## src/rtl/tank_pkg.sv

```systemverilog
// Shared select codes, fault bit indices and default sensor limits for the
// aquarium mode sequencer.
package tank_pkg;

    localparam logic [4:0] SEL_IDLE  = 5'b00000;
    localparam logic [4:0] SEL_COUNT = 5'b00001;
    localparam logic [4:0] SEL_CLEAN = 5'b00010;
    localparam logic [4:0] SEL_TEMP  = 5'b00100;
    localparam logic [4:0] SEL_FOOD  = 5'b01000;
    localparam logic [4:0] SEL_SALT  = 5'b10000;
    localparam logic [4:0] SEL_ERROR = 5'b11111;

    localparam int ERR_CLEAN = 0;
    localparam int ERR_TEMP  = 1;
    localparam int ERR_FOOD  = 2;
    localparam int ERR_SALT  = 3;
    localparam int NUM_SENSORS = 4;

    localparam logic [7:0] DEF_CLEAN_MIN = 8'd50;
    localparam logic [7:0] DEF_TEMP_MIN  = 8'd20;
    localparam logic [7:0] DEF_TEMP_MAX  = 8'd30;
    localparam logic [7:0] DEF_FOOD_MIN  = 8'd10;
    localparam logic [7:0] DEF_SALT_MIN  = 8'd30;
    localparam logic [7:0] DEF_SALT_MAX  = 8'd40;
    localparam logic [7:0] NO_MAX        = 8'hFF;

endpackage

```

## src/rtl/tank_range_check.sv

```systemverilog
// Unsigned inclusive window check on one 8-bit sensor reading.
module tank_range_check (
    input  logic [7:0] value,
    input  logic [7:0] min_val,
    input  logic [7:0] max_val,
    output logic       fault
);
    assign fault = (value < min_val) || (value > max_val);
endmodule

```

## src/rtl/tank_mode_sequencer.sv

```systemverilog
// Walks the output mux through counter and sensor modes, range-checks each
// sensor on its last dwell cycle and parks in error mode on any fault.
module tank_mode_sequencer
    import tank_pkg::*;
#(
    parameter int         DWELL_CYCLES = 4,
    parameter logic [7:0] CLEAN_MIN    = DEF_CLEAN_MIN,
    parameter logic [7:0] TEMP_MIN     = DEF_TEMP_MIN,
    parameter logic [7:0] TEMP_MAX     = DEF_TEMP_MAX,
    parameter logic [7:0] FOOD_MIN     = DEF_FOOD_MIN,
    parameter logic [7:0] SALT_MIN     = DEF_SALT_MIN,
    parameter logic [7:0] SALT_MAX     = DEF_SALT_MAX
) (
    input  logic       CLK,
    input  logic       reset,
    input  logic       enable,
    input  logic       err_ack,
    input  logic [7:0] tank_cleanliness,
    input  logic [7:0] tank_temperature,
    input  logic [7:0] tank_food_storage,
    input  logic [7:0] tank_saltiness,
    output logic [4:0] select,
    output logic [7:0] scan_count,
    output logic       sample_strobe,
    output logic [3:0] error_code,
    output logic       error_flag
);
    localparam int          DW   = $clog2(DWELL_CYCLES);
    localparam logic [DW-1:0] LAST = DW'(DWELL_CYCLES - 1);

    logic [DW-1:0] dwell;
    logic [NUM_SENSORS-1:0][7:0] val, lo, hi;
    logic [NUM_SENSORS-1:0] fault, fault_now;
    logic sensor_mode;

    assign val = {tank_saltiness, tank_food_storage, tank_temperature, tank_cleanliness};
    assign lo  = {SALT_MIN, FOOD_MIN, TEMP_MIN, CLEAN_MIN};
    assign hi  = {SALT_MAX, NO_MAX, TEMP_MAX, NO_MAX};

    assign sensor_mode = (select == SEL_CLEAN) || (select == SEL_TEMP) ||
                         (select == SEL_FOOD)  || (select == SEL_SALT);
    assign sample_strobe = sensor_mode && (dwell == LAST);
    assign error_flag    = (select == SEL_ERROR);

    // Sensor lane i is live only while select is the one-hot code SEL_CLEAN << i.
    for (genvar i = 0; i < NUM_SENSORS; i++) begin : g_chk
        tank_range_check u_chk (
            .value  (val[i]),
            .min_val(lo[i]),
            .max_val(hi[i]),
            .fault  (fault[i])
        );
        assign fault_now[i] = sample_strobe && fault[i] && (select == 5'(SEL_CLEAN << i));
    end

    always_ff @(posedge CLK) begin
        if (reset) begin
            select     <= SEL_IDLE;
            scan_count <= '0;
            error_code <= '0;
            dwell      <= '0;
        end else begin
            case (select)
                SEL_IDLE: begin
                    dwell <= '0;
                    if (enable) select <= SEL_COUNT;
                end
                SEL_ERROR: begin
                    dwell <= '0;
                    if (err_ack) begin
                        select     <= SEL_IDLE;
                        error_code <= '0;
                    end
                end
                SEL_COUNT, SEL_CLEAN, SEL_TEMP, SEL_FOOD, SEL_SALT: begin
                    if (!enable) begin
                        select     <= SEL_IDLE;
                        dwell      <= '0;
                        error_code <= '0;
                    end else if (dwell != LAST) begin
                        dwell <= dwell + 1'b1;
                    end else begin
                        dwell      <= '0;
                        error_code <= error_code | fault_now;
                        case (select)
                            SEL_COUNT: select <= SEL_CLEAN;
                            SEL_CLEAN: select <= SEL_TEMP;
                            SEL_TEMP:  select <= SEL_FOOD;
                            SEL_FOOD:  select <= SEL_SALT;
                            default: begin
                                // End of SALT: all four sensors have now been reported.
                                if ((error_code | fault_now) != '0) begin
                                    select <= SEL_ERROR;
                                end else begin
                                    select     <= SEL_COUNT;
                                    scan_count <= scan_count + 8'd1;
                                end
                            end
                        endcase
                    end
                end
                default: begin
                    select <= SEL_IDLE;
                    dwell  <= '0;
                end
            endcase
        end
    end
endmodule
```

## config.mk

```make
export PLATFORM = sky130hd
export DESIGN_NAME = tank_mode_sequencer
export DESIGN_NICKNAME = d
export VERILOG_FILES = /design/src/rtl/tank_pkg.sv /design/src/rtl/tank_range_check.sv /design/src/rtl/tank_mode_sequencer.sv
export SDC_FILE = /design/constraint.sdc
export NUM_CORES = 1
export LEC_CHECK = 0
export CAP_MARGIN = 5
export CORE_MARGIN = 1.5
export CORE_UTILIZATION = 37
export DETAILED_ROUTE_END_ITERATION = 7
export PLACE_DENSITY = 0.75
export SLEW_MARGIN = 20
export SYNTH_ARGS = -nofsm -noshare
export SYNTH_HDL_FRONTEND = slang
export SYNTH_SLANG_ARGS = --single-unit
```

## constraint.sdc

```tcl
create_clock -name CLK -period 2.4 [get_ports CLK]
set_input_delay 0.36 -clock CLK [delete_from_list [all_inputs] [get_ports CLK]]
set_output_delay 0.36 -clock CLK [all_outputs]
set_load 0.03 [all_outputs]
```

==> impl_metrics.json <==
{
  "dr.pass1.iters": 4,
  "relSlewSlack_pct": 73.20,
  "ioPinCount": 55,
  "die_w_um": 60.63,
  "cts.htree.levels": 1,
  "worstSetupPathType": "reg -> reg",
  "vias": 1481,
  "yosys.area.top_type": "dfxtp_1",
  "rsz0062_at_grt": "true",
  "clockBufferDepth": 2,
  "clock.fmax_mhz": 428.9,
  "layout_min_cycle_time_ns": 2.332,
  "rrSetupSlack_ns": 0.07,
  "outcome": "finished, final reports clean",
  "setup_tns_ns": 0,
  "globalplace.congestion": 0.8334,
  "synth_top_area_share_pct": 30.96,
  "grt_max_degree": 19,
  "r2r-start": "select[2]",
  "ant_nets": 0,
  "grt_usage_pct": 20.88,
  "nNetsFinal": 265,
  "hp-class": "reg -> reg",
  "vias_per_cell": 5.485,
  "ys_top_cells_by_area": "dfxtp_1 31%, a21oi_1 4.9%, nor2_1 4.3%",
  "worst_pin_slew_ns": 0.4021,
  "detailed_place_hpwl_um": 2942,
  "grt_first_pass_wirelength_um": 5809,
  "synth_async_sr_flop_share_pct": 0,
  "synth_seq_cells": 19,
  "worstSetupEndpointType": "flop",
  "reg2reg_depth": 6,
  "power_w": 0.0005969,
  "arrival_ns": 2.54,
  "diodes": 0,
  "ys_types": 45,
  "syn_nets": 192,
  "overflow": 0,
  "synth-edff-count": 0,
  "synth_ff_type": "dfxtp_1",
  "cts-buffers-inserted": 3,
  "stdcell_count": 270,
  "final-hold-violation-count": 0,
  "min_period_over_period_pct": 97.15,
  "initial_core_util_pct": 39.60,
  "max-vdd-ir-drop_mv": 0.1839,
  "maxCapViolCount": 0,
  "placed_cells": 264,
  "setup.worst_path.start": "select[2]",
  "drive_above_1_share_pct": 20.35,
  "setup_violations": 0,
  "clkTransAtPathRegs_ns": 0.11,
  "power.density_nw_per_um2": 296.1,
  "drtIter0Drc": 34,
  "syn-cell-area_um2": 1229,
  "fp-row-count": 20,
  "required_ns": 2.61,
  "die_h_um": 60.63,
  "yosysMostFrequentCell": "dfxtp_1",
  "avgRoutedWirePerCell_um": 13.54,
  "cts_tree": "yes",
  "wirelength_um": 3657,
  "regToRegEndpoint": "scan_count[7]",
  "grt_pass1_vias": 1413,
  "ys_seq_area_share_pct": 30.96,
  "antenna_found_initial": 0,
  "holdWs_ns": 0.4432,
  "slew_viol_final": 0,
  "drc": 0,
  "core_um2": 3103,
  "worstSkewPairLatency_ns": 0.30,
  "cp_max_fo": 5,
  "endpoint": "scan_count[7]",
  "portBuffers": 52,
  "area_growth_syn_to_layout_pct": 64.05,
  "finalClockSkew_ns": 0.002280,
  "root_buffer": "clkbuf_4",
  "setup.worst_path.start_class": "flop",
  "synth_commonest_cells": "19 x dfxtp_1, 14 x nor2_1, 12 x a21oi_1",
  "synthCells": 154,
  "leakage_nw": 0.7026,
  "synth.avg_cell_area_um2": 7.978,
  "cts_sinks": 19,
  "synth_warnings": 0,
  "dieArea_um2": 3675
}
-- flip-flops by register name, indices dropped and copies added, names as in the netlist --
register,cells
scan_count,8
select,5
error_code,4
dwell,2
-- metrics by stage --
stage          setup slack, ns  util (%)  area, µm²
6_report               0.06847     64.96       2016
5_1_grt               -0.06112     64.96       2016
3_5_place_dp           -0.1427     62.38       1936
3_3_place_gp           -0.1214     62.38       1936
2_1_floorplan          0.02516         -       1232
4_1_cts               0.005572     63.23       1962
-- per-layer routing --
layer	track usage [%]	wire length [µm]
met4	8.385	54
met5	0	0
met3	3.625	236
met1	25.65	1632
met2	36.10	1733
-- logic make-up (layout without fill, tap and decap cells) --
group,count (synthesis),after routing,share of synthesized area [%]
AO/OA/AOI/OAI,40,40,23.73
buffers and inverters,16,88,5.193
flip-flops,19,19,30.96
XOR/XNOR,3,3,2.139
adder cells (fa/ha/maj),2,2,2.036
multiplexers,4,4,3.462
AND/OR/NAND/NOR,70,70,32.49
-- worst max-delay path: stages, from the launching register on --
cell	delay [ns]
dfxtp_4	0.38
xnor2_1	0.13
a2111o_1	0.50
a2111oi_4	0.38
nand2_2	0.12
nor4_1	0.35
mux2_2	0.37
-- how the worst min path moves through the flow --
stage	from	endpoint	slack [ns]	cells after the start
after floorplan	dwell[0]	dwell[0]	0.41	1
after global placement	dwell[0]	dwell[0]	0.42	1
after detailed placement	dwell[0]	dwell[0]	0.43	1
after global routing	dwell[0]	dwell[0]	0.47	1
after CTS	dwell[0]	dwell[0]	0.44	1
final	dwell[0]	dwell[0]	0.44	1
-- power breakdown --
part	internal (W)	switching [W]
combinational	0.0000722	0.0000399
clock	0.0000622	0.000103
sequential	0.000316	0.00000321
-- area by class of cell --
cell class	instances	area, µm²
Clock buffer	3	22.52
Clock inverter	1	5.005
Fill cell	284	1087
Inverter	9	33.78
Multi-Input combinational cell	119	819.5
Sequential cell	19	387.9
Tap cell	44	55.05
Timing Repair Buffer	75	691.9
-- timing repair --
| item | in CTS | in global routing |
|---|---|---|
| resized for setup | 1 | 14 |
| setup endpoints to repair | 1 | 11 |
| hold buffers | 0 | 0 |
| pin swaps | 0 | 6 |
| buffers inserted | 0 | 2 |
-- placed cells by master, fill, tap and decap left out, types with 2 or more instances in the layout --
master / count
a32o_1: 2
mux2i_1: 2
and4b_1: 2
a31oi_1: 3
ha_1: 2
o211ai_1: 3
buf_4: 22
nor3_1: 3
or3b_2: 2
nor4_1: 3
a21oi_2: 2
nor2b_1: 5
nand2b_1: 4
clkdlybuf4s50_1: 51
nor4b_1: 2
dfxtp_2: 3
nand4b_1: 2
dfxtp_1: 15
mux2_2: 2
and2_1: 2
nor2_1: 14
xnor2_1: 2
o21ai_0: 4
clkbuf_4: 3
o32ai_1: 2
nand2_1: 9
a21oi_1: 10
or4_4: 2
inv_1: 9
nand3_1: 7
o31ai_1: 5
nand4_1: 4
or3_1: 2
(Power assumes the default switching activity.)
